$ cat config.mk
export PLATFORM = sky130hd
export DESIGN_NAME = mem_axil_master
export DESIGN_NICKNAME = d
export VERILOG_FILES = /design/src/rtl/mem_axil_master.sv
export SDC_FILE = /design/constraint.sdc
export NUM_CORES = 1
export LEC_CHECK = 0
export BUFFER_PORTS_ARGS = -buffer_cell sky130_fd_sc_hd__buf_2
export CORE_ASPECT_RATIO = 1.1
export CORE_MARGIN = 2
export CORE_UTILIZATION = 45
export CTS_BUF_LIST = sky130_fd_sc_hd__clkbuf_4 sky130_fd_sc_hd__clkbuf_8 sky130_fd_sc_hd__clkbuf_16
export DETAILED_ROUTE_END_ITERATION = 16
export PLACE_DENSITY = 0.74
export SLEW_MARGIN = 15
export SYNTH_ARGS = -nofsm -noshare
export SYNTH_HDL_FRONTEND = slang
export SYNTH_SLANG_ARGS = --single-unit
export TNS_END_PERCENT = 30
$ cat constraint.sdc
create_clock -name clk -period 8.3 [get_ports clk]
set_input_delay 1.66 -clock clk [delete_from_list [all_inputs] [get_ports clk]]
set_output_delay 1.66 -clock clk [all_outputs]
set_load 0.05 [all_outputs]
$ cat src/rtl/mem_axil_master.sv
// Single-outstanding AXI4-Lite master for core load/store/fetch requests, 32- or 64-bit data bus.
// Define MEM_TIMEOUT_EN to build the bus watchdog (limit TIMEOUT_CYCLES).
module mem_axil_master #(
   parameter int ADDR_W         = 32'sd32,
   parameter int DATA_W         = 32'sd32,
   parameter int TIMEOUT_CYCLES = 32'sd255
) (
   input  logic                  clk,
   input  logic                  rst,
   input  logic                  req_valid,
   output logic                  req_ready,
   input  logic                  req_we,
   input  logic                  req_instr,
   input  logic [1:0]            req_size,
   input  logic                  req_signed,
   input  logic [ADDR_W-1:0]     req_addr,
   input  logic [DATA_W-1:0]     req_wdata,
   output logic                  rsp_valid,
   output logic                  rsp_err,
   output logic [DATA_W-1:0]     rsp_rdata,
   output logic [ADDR_W-1:0]     awaddr,
   output logic [2:0]            awprot,
   output logic                  awvalid,
   input  logic                  awready,
   output logic [DATA_W-1:0]     wdata,
   output logic [DATA_W/8-1:0]   wstrb,
   output logic                  wvalid,
   input  logic                  wready,
   input  logic                  bvalid,
   input  logic [1:0]            bresp,
   output logic                  bready,
   output logic [ADDR_W-1:0]     araddr,
   output logic [2:0]            arprot,
   output logic                  arvalid,
   input  logic                  arready,
   input  logic                  rvalid,
   input  logic [1:0]            rresp,
   input  logic [DATA_W-1:0]     rdata,
   output logic                  rready
);

   localparam int   STRB_W = DATA_W / 32'sd8;
   localparam int   LANE_W = $clog2(STRB_W);
   localparam logic NARROW = (DATA_W == 32'sd32);

   if ((DATA_W != 32'sd32) && (DATA_W != 32'sd64)) begin : g_bad_data_w
      $error("mem_axil_master: DATA_W must be 32 or 64");
   end
   if (TIMEOUT_CYCLES < 32'sd1) begin : g_bad_timeout
      $error("mem_axil_master: TIMEOUT_CYCLES must be at least 1");
   end

   typedef enum logic [2:0] {
      IDLE    = 3'd0,
      WR_REQ  = 3'd1,
      WR_RESP = 3'd2,
      RD_REQ  = 3'd3,
      RD_DATA = 3'd4,
      RESP    = 3'd5
   } state_t;

   state_t              state_r, next_state_s;
   logic [1:0]          size_r, size_s;
   logic                signed_r, signed_s;
   logic [LANE_W-1:0]   lane_r, lane_s, req_lane_s;
   logic                aw_done_r, aw_done_s, w_done_r, w_done_s;
   logic                aw_fire_s, w_fire_s;
   logic                req_ready_r, req_ready_s;
   logic                rsp_valid_r, rsp_valid_s, rsp_err_r, rsp_err_s;
   logic [DATA_W-1:0]   rsp_rdata_r, rsp_rdata_s;
   logic [ADDR_W-1:0]   awaddr_r, awaddr_s, araddr_r, araddr_s, line_addr_s;
   logic [2:0]          awprot_r, awprot_s, arprot_r, arprot_s;
   logic                awvalid_r, awvalid_s, wvalid_r, wvalid_s, bready_r, bready_s;
   logic                arvalid_r, arvalid_s, rready_r, rready_s;
   logic [DATA_W-1:0]   wdata_r, wdata_s;
   logic [STRB_W-1:0]   wstrb_r, wstrb_s;

`ifdef MEM_TIMEOUT_EN
   localparam int TO_W = $clog2(TIMEOUT_CYCLES + 32'sd1);
   logic [TO_W-1:0] wd_cnt_r, wd_cnt_s;
   logic            busy_s, timeout_s;
`endif

   function automatic logic is_misaligned(input logic [2:0] low, input logic [1:0] size);
      logic [2:0] mask;
      case (size)
         2'd0:    mask = 3'b000;
         2'd1:    mask = 3'b001;
         2'd2:    mask = 3'b011;
         2'd3:    mask = 3'b111;
         default: mask = 3'b000;
      endcase
      return ((low & mask) != 3'b000) || ((size == 2'd3) && NARROW);
   endfunction

   function automatic logic [STRB_W-1:0] lane_strb(input logic [1:0] size,
                                                  input logic [LANE_W-1:0] lane);
      logic [STRB_W-1:0] base;
      int                nbytes;
      nbytes = 32'sd1 << size;
      for (int i = 0; i < STRB_W; i++) begin
         base[i] = (i < nbytes);
      end
      return base << lane;
   endfunction

   // Truncate the lane-aligned word to the access size, then sign/zero extend.
   function automatic logic [DATA_W-1:0] load_extend(input logic [DATA_W-1:0] raw,
                                                    input logic [1:0] size,
                                                    input logic sgn);
      logic [DATA_W-1:0] res;
      logic              fill;
      int                nbits;
      nbits = 32'sd8 << size;
      if (nbits > DATA_W) begin
         nbits = DATA_W;
      end else begin
         nbits = nbits;
      end
      fill = 1'b0;
      for (int i = 0; i < DATA_W; i++) begin
         if (i == nbits - 32'sd1) begin
            fill = sgn & raw[i];
         end else begin
            fill = fill;
         end
      end
      for (int i = 0; i < DATA_W; i++) begin
         res[i] = (i < nbits) ? raw[i] : fill;
      end
      return res;
   endfunction

   assign req_lane_s  = req_addr[LANE_W-1:0];
   assign line_addr_s = {req_addr[ADDR_W-1:LANE_W], {LANE_W{1'b0}}};
   assign aw_fire_s   = awvalid_r & awready;
   assign w_fire_s    = wvalid_r & wready;

   // Next-state and next-output logic; every bus output is registered from here
   always_comb begin
      next_state_s = state_r;
      size_s       = size_r;
      signed_s     = signed_r;
      lane_s       = lane_r;
      aw_done_s    = aw_done_r;
      w_done_s     = w_done_r;
      awaddr_s     = awaddr_r;
      awprot_s     = awprot_r;
      araddr_s     = araddr_r;
      arprot_s     = arprot_r;
      wdata_s      = wdata_r;
      wstrb_s      = wstrb_r;
      awvalid_s    = awvalid_r;
      wvalid_s     = wvalid_r;
      bready_s     = bready_r;
      arvalid_s    = arvalid_r;
      rready_s     = rready_r;
      rsp_valid_s  = 1'b0;
      rsp_err_s    = 1'b0;
      rsp_rdata_s  = '0;
`ifdef MEM_TIMEOUT_EN
      wd_cnt_s     = '0;
      busy_s       = 1'b0;
      timeout_s    = 1'b0;
`endif

      case (state_r)
         IDLE: begin
            if (req_valid && req_ready_r) begin
               size_s   = req_size;
               signed_s = req_signed;
               lane_s   = req_lane_s;
               if (is_misaligned(req_addr[2:0], req_size)) begin
                  next_state_s = RESP;
                  rsp_valid_s  = 1'b1;
                  rsp_err_s    = 1'b1;
               end else if (req_we) begin
                  next_state_s = WR_REQ;
                  awaddr_s     = line_addr_s;
                  awprot_s     = {req_instr, 2'b00};
                  wdata_s      = req_wdata << {req_lane_s, 3'b000};
                  wstrb_s      = lane_strb(req_size, req_lane_s);
                  awvalid_s    = 1'b1;
                  wvalid_s     = 1'b1;
                  aw_done_s    = 1'b0;
                  w_done_s     = 1'b0;
               end else begin
                  next_state_s = RD_REQ;
                  araddr_s     = line_addr_s;
                  arprot_s     = {req_instr, 2'b00};
                  arvalid_s    = 1'b1;
               end
            end else begin
               next_state_s = IDLE;
            end
         end
         WR_REQ: begin
            if (aw_fire_s) begin
               awvalid_s = 1'b0;
               aw_done_s = 1'b1;
            end else begin
               aw_done_s = aw_done_r;
            end
            if (w_fire_s) begin
               wvalid_s = 1'b0;
               w_done_s = 1'b1;
            end else begin
               w_done_s = w_done_r;
            end
            if ((aw_done_r || aw_fire_s) && (w_done_r || w_fire_s)) begin
               next_state_s = WR_RESP;
               bready_s     = 1'b1;
            end else begin
               next_state_s = WR_REQ;
            end
         end
         WR_RESP: begin
            if (bvalid) begin
               next_state_s = RESP;
               bready_s     = 1'b0;
               rsp_valid_s  = 1'b1;
               rsp_err_s    = (bresp != 2'b00);
            end else begin
               next_state_s = WR_RESP;
            end
         end
         RD_REQ: begin
            if (arready) begin
               next_state_s = RD_DATA;
               arvalid_s    = 1'b0;
               rready_s     = 1'b1;
            end else begin
               next_state_s = RD_REQ;
            end
         end
         RD_DATA: begin
            if (rvalid) begin
               next_state_s = RESP;
               rready_s     = 1'b0;
               rsp_valid_s  = 1'b1;
               rsp_err_s    = (rresp != 2'b00);
               if (rresp == 2'b00) begin
                  rsp_rdata_s = load_extend(rdata >> {lane_r, 3'b000}, size_r, signed_r);
               end else begin
                  rsp_rdata_s = '0;
               end
            end else begin
               next_state_s = RD_DATA;
            end
         end
         RESP: begin
            next_state_s = IDLE;
         end
         default: begin
            next_state_s = IDLE;
            awvalid_s    = 1'b0;
            wvalid_s     = 1'b0;
            bready_s     = 1'b0;
            arvalid_s    = 1'b0;
            rready_s     = 1'b0;
         end
      endcase

`ifdef MEM_TIMEOUT_EN
      // Watchdog overrides whatever the channel logic decided this cycle.
      busy_s    = (state_r == WR_REQ) || (state_r == WR_RESP) ||
                  (state_r == RD_REQ) || (state_r == RD_DATA);
      timeout_s = busy_s && (wd_cnt_r == TO_W'(TIMEOUT_CYCLES - 32'sd1));
      if (timeout_s) begin
         next_state_s = RESP;
         awvalid_s    = 1'b0;
         wvalid_s     = 1'b0;
         bready_s     = 1'b0;
         arvalid_s    = 1'b0;
         rready_s     = 1'b0;
         rsp_valid_s  = 1'b1;
         rsp_err_s    = 1'b1;
         rsp_rdata_s  = '0;
         wd_cnt_s     = '0;
      end else if (busy_s) begin
         wd_cnt_s = wd_cnt_r + TO_W'(1);
      end else begin
         wd_cnt_s = '0;
      end
`endif

      req_ready_s = (next_state_s == IDLE);
   end

   // State, latched request fields and registered outputs
   always_ff @(posedge clk or posedge rst) begin
      if (rst) begin
         state_r     <= IDLE;
         size_r      <= 2'b00;
         signed_r    <= 1'b0;
         lane_r      <= '0;
         aw_done_r   <= 1'b0;
         w_done_r    <= 1'b0;
         req_ready_r <= 1'b1;
         rsp_valid_r <= 1'b0;
         rsp_err_r   <= 1'b0;
         rsp_rdata_r <= '0;
         awaddr_r    <= '0;
         awprot_r    <= 3'b000;
         araddr_r    <= '0;
         arprot_r    <= 3'b000;
         wdata_r     <= '0;
         wstrb_r     <= '0;
         awvalid_r   <= 1'b0;
         wvalid_r    <= 1'b0;
         bready_r    <= 1'b0;
         arvalid_r   <= 1'b0;
         rready_r    <= 1'b0;
`ifdef MEM_TIMEOUT_EN
         wd_cnt_r    <= '0;
`endif
      end else begin
         state_r     <= next_state_s;
         size_r      <= size_s;
         signed_r    <= signed_s;
         lane_r      <= lane_s;
         aw_done_r   <= aw_done_s;
         w_done_r    <= w_done_s;
         req_ready_r <= req_ready_s;
         rsp_valid_r <= rsp_valid_s;
         rsp_err_r   <= rsp_err_s;
         rsp_rdata_r <= rsp_rdata_s;
         awaddr_r    <= awaddr_s;
         awprot_r    <= awprot_s;
         araddr_r    <= araddr_s;
         arprot_r    <= arprot_s;
         wdata_r     <= wdata_s;
         wstrb_r     <= wstrb_s;
         awvalid_r   <= awvalid_s;
         wvalid_r    <= wvalid_s;
         bready_r    <= bready_s;
         arvalid_r   <= arvalid_s;
         rready_r    <= rready_s;
`ifdef MEM_TIMEOUT_EN
         wd_cnt_r    <= wd_cnt_s;
`endif
      end
   end

   assign req_ready = req_ready_r;
   assign rsp_valid = rsp_valid_r;
   assign rsp_err   = rsp_err_r;
   assign rsp_rdata = rsp_rdata_r;
   assign awaddr    = awaddr_r;
   assign awprot    = awprot_r;
   assign awvalid   = awvalid_r;
   assign wdata     = wdata_r;
   assign wstrb     = wstrb_r;
   assign wvalid    = wvalid_r;
   assign bready    = bready_r;
   assign araddr    = araddr_r;
   assign arprot    = arprot_r;
   assign arvalid   = arvalid_r;
   assign rready    = rready_r;

endmodule
==> metrics.txt <==
clk_skew=0.00972 ns; r2r setup slk=4.92 ns; first-pass iteration count of the detailed router=4; Final setup viols=0; worst slack, placed=4.12 ns; PwrDens=421 nW/µm²; CTS Root Cell=clkbuf_16; CP startpoint kind=input pin; asr flop ratio synth=1.00; Worst Hold End=wdata[0]$_DFFE_PP0P_; crit end category=flop; CTS resizes=0; Post-Layout Inst Area=8630 µm²; status=complete, no violations; Post-DP HPWL=12.5 mm; Syn Area/Cell=10.3 µm²; clock-pin transition on the worst setup and hold timing paths=0.07 ns; commonest cells after routing, fill and taps aside=250 x buf_2, 147 x dfrtp_1, 141 x nand2_1; Unique masters post-synth=49; core footprint=14500 µm²; Die X=121 µm; setup repair bufs after CTS=0; DR WL/cell=15.8 µm; RR Startpoint=size_r[1]$_DFFE_PP0P_; clock sink count=148; first-pass GRT wire length=27.6 mm; I/O Buffers=250; Fin. Hold Viols=0; most common cell after layout, fill and taps aside=buf_2; Ys Warns=0; Final nets=1006; total power after layout=0.00364 W; peak supply drop=0.197 mV; mapped cell area=6730 µm²; proportion of layout cells with a drive suffix above 1=0.376; min Tclk post-route=3.72 ns; initial antenna violation count=1; vias per std cell=5.17; DRC=0; hold crit path type=flop to flop; drt first-iter violations=317; drt total wl=17.3 mm; hold_buf cts=0; die height=132 µm; reg2reg path depth=10; Post-synth EDFFs=0; worst setup path class=input pin to flop; DRT antenna net count=0; max_cap viols=0; setup TNS=0 ns; Slew Viols, Final=0; critical path, cell by cell=buf_2 -> or2_2 -> a21oi_1 -> and3_2 -> mux2_2; Skew-Pair Late Insertion Delay=0.42 ns; slowest CP cell=and3_2; Global Route Usage Sum=0.219; fmax=269 MHz; TritonCTS clock tree=yes; CP max stage delay=0.87 ns; final RePlAce weighted congestion=0.885; H-tree levels=4; number of fill cells=1289; Final WS setup=4.58 ns; worst-path maximum fanout=48; P&R area growth vs syn=28.3%; TritonCTS Buffers=17; RSZ-0062 raised after global routing=no; slew at the pin with the worst max-slew slack=0.949 ns; ys flop type=dfrtp_1; DP Area=8030 µm²; via count=5651; row count=46; CP Data Required Time=8.60 ns; Remaining Overflow, GRT=0; post-synthesis instance total=654; Hold Path Cell Cnt=2; synthesized flop and latch total=148; leakage power=4.68 nW; Arr. time, crit path=4.02 ns; number of global-route vias before repair=5320; Starting Density=0.464; R2R Path End=rsp_rdata[21]$_DFF_PP0_; largest net degree at the start of global routing=84; hold path start=wdata[0]$_DFFE_PP0P_; die area=15900 µm²; worst relative slew slack=0.368; CTS Buffer Depth=2; I/O pins=259; Tcrit/Tclk final=0.449; sequential fraction of the synthesis area=0.551
[cell type report]
type	count	area (µm²)	share of cell area
tap	192	240	0.0278
antenna	1	2.50	0.000290
multi-input combinational	460	2770	0.321
clock inverter	14	165	0.0191
clock buffer	18	439	0.0509
timing repair buffer	254	1280	0.148
inverter	7	31.3	0.00362
sequential	148	3700	0.429
[power by group]
group / switching, W / total (W) / internal, W / leakage [nW]
clock network: 0.000322 / 0.000782 / 0.000461 / 0.291
logic: 0.00129 / 0.00173 / 0.000446 / 2.44
registers: 0.000148 / 0.00112 / 0.000972 / 1.94
total: 0.00176 / 0.00364 / 0.00188 / 4.68
[Yosys cell counts, drive strengths merged, types with 13 or more instances]
library cell	count	area share
a211oi	20	0.022
a21oi	46	0.034
buf	32	0.032
clkbuf	16	0.0089
dfrtp	147	0.55
mux2	44	0.074
mux2i	32	0.048
nand2	141	0.079
nand3	13	0.0097
nor2	58	0.033
nor2b	22	0.020
o21ai	21	0.016
[metal layers]
metal | global-route usage | share of wire | vias to the layer above
met1 | 0.283 | 0.42 | 2705
met3 | 0.0597 | 0.083 | 26
li1 | - | - | 2686
met4 | 0.0788 | 0.020 | 0
met2 | 0.356 | 0.48 | 234
met5 | 0 | 0 | -
[worst max-delay path by stage]
stage                             endpoint        start  cells past startpoint  slack [ns]
global placement     wdata[31]$_DFFE_PP0P_  req_addr[0]                      5        4.17
detailed placement   wdata[29]$_DFFE_PP0P_  req_addr[0]                      5        4.12
global route            wvalid$_DFFE_PP0P_  req_addr[0]                      5        4.41
floorplan           araddr[10]$_DFFE_PP0P_          rst                      1        2.66
CTS                  wdata[29]$_DFFE_PP0P_  req_addr[0]                      5        4.57
finish               wdata[29]$_DFFE_PP0P_  req_addr[0]                      5        4.58
[critical path, delay by kind of cell]
kind / cells / cell delay [ns]
AO/OA/AOI/OAI: 1 / 0.27
buffers and inverters: 1 / 0.37
multiplexers: 1 / 0.42
AND/OR/NAND/NOR: 2 / 1.29
[state kept, by name, summed over array words and instances, names as in the netlist]
name	flops
rsp_rdata	32
wdata	32
araddr	30
awaddr	30
wstrb	4
state_r	3
lane_r	2
size_r	2
arprot	1
arvalid	1
aw_done_r	1
awprot	1
awvalid	1
bready	1
req_ready	1
rready	1
rsp_err	1
rsp_valid	1
signed_r	1
w_done_r	1
wvalid	1
[cells by family (layout without fill, tap and decap cells)]
group	after synthesis	in the layout	share of synthesized area
buffers and inverters	55	293	0.0452
DFF	148	148	0.551
adders and majority gates	5	5	0.00930
AOI/OAI and AO/OA	116	116	0.107
other	2	12	0.00112
muxes	77	77	0.125
xor gates and xnor gates	1	1	0.00130
and+or+nand+nor	250	250	0.161
[per-stage QoR]
| step | std cells | utilization | hold WS, ns |
|---|---|---|---|
| floorplan | 663 | - | 0.463 |
| global placement | 1061 | 0.553 | 0.447 |
| detailed placement | 1061 | 0.553 | 0.451 |
| CTS | 1093 | 0.595 | 0.466 |
| global route | 1094 | 0.595 | 0.487 |
| finish | 1094 | 0.595 | 0.463 |
Note: power is estimated with default switching activity, not from simulation.
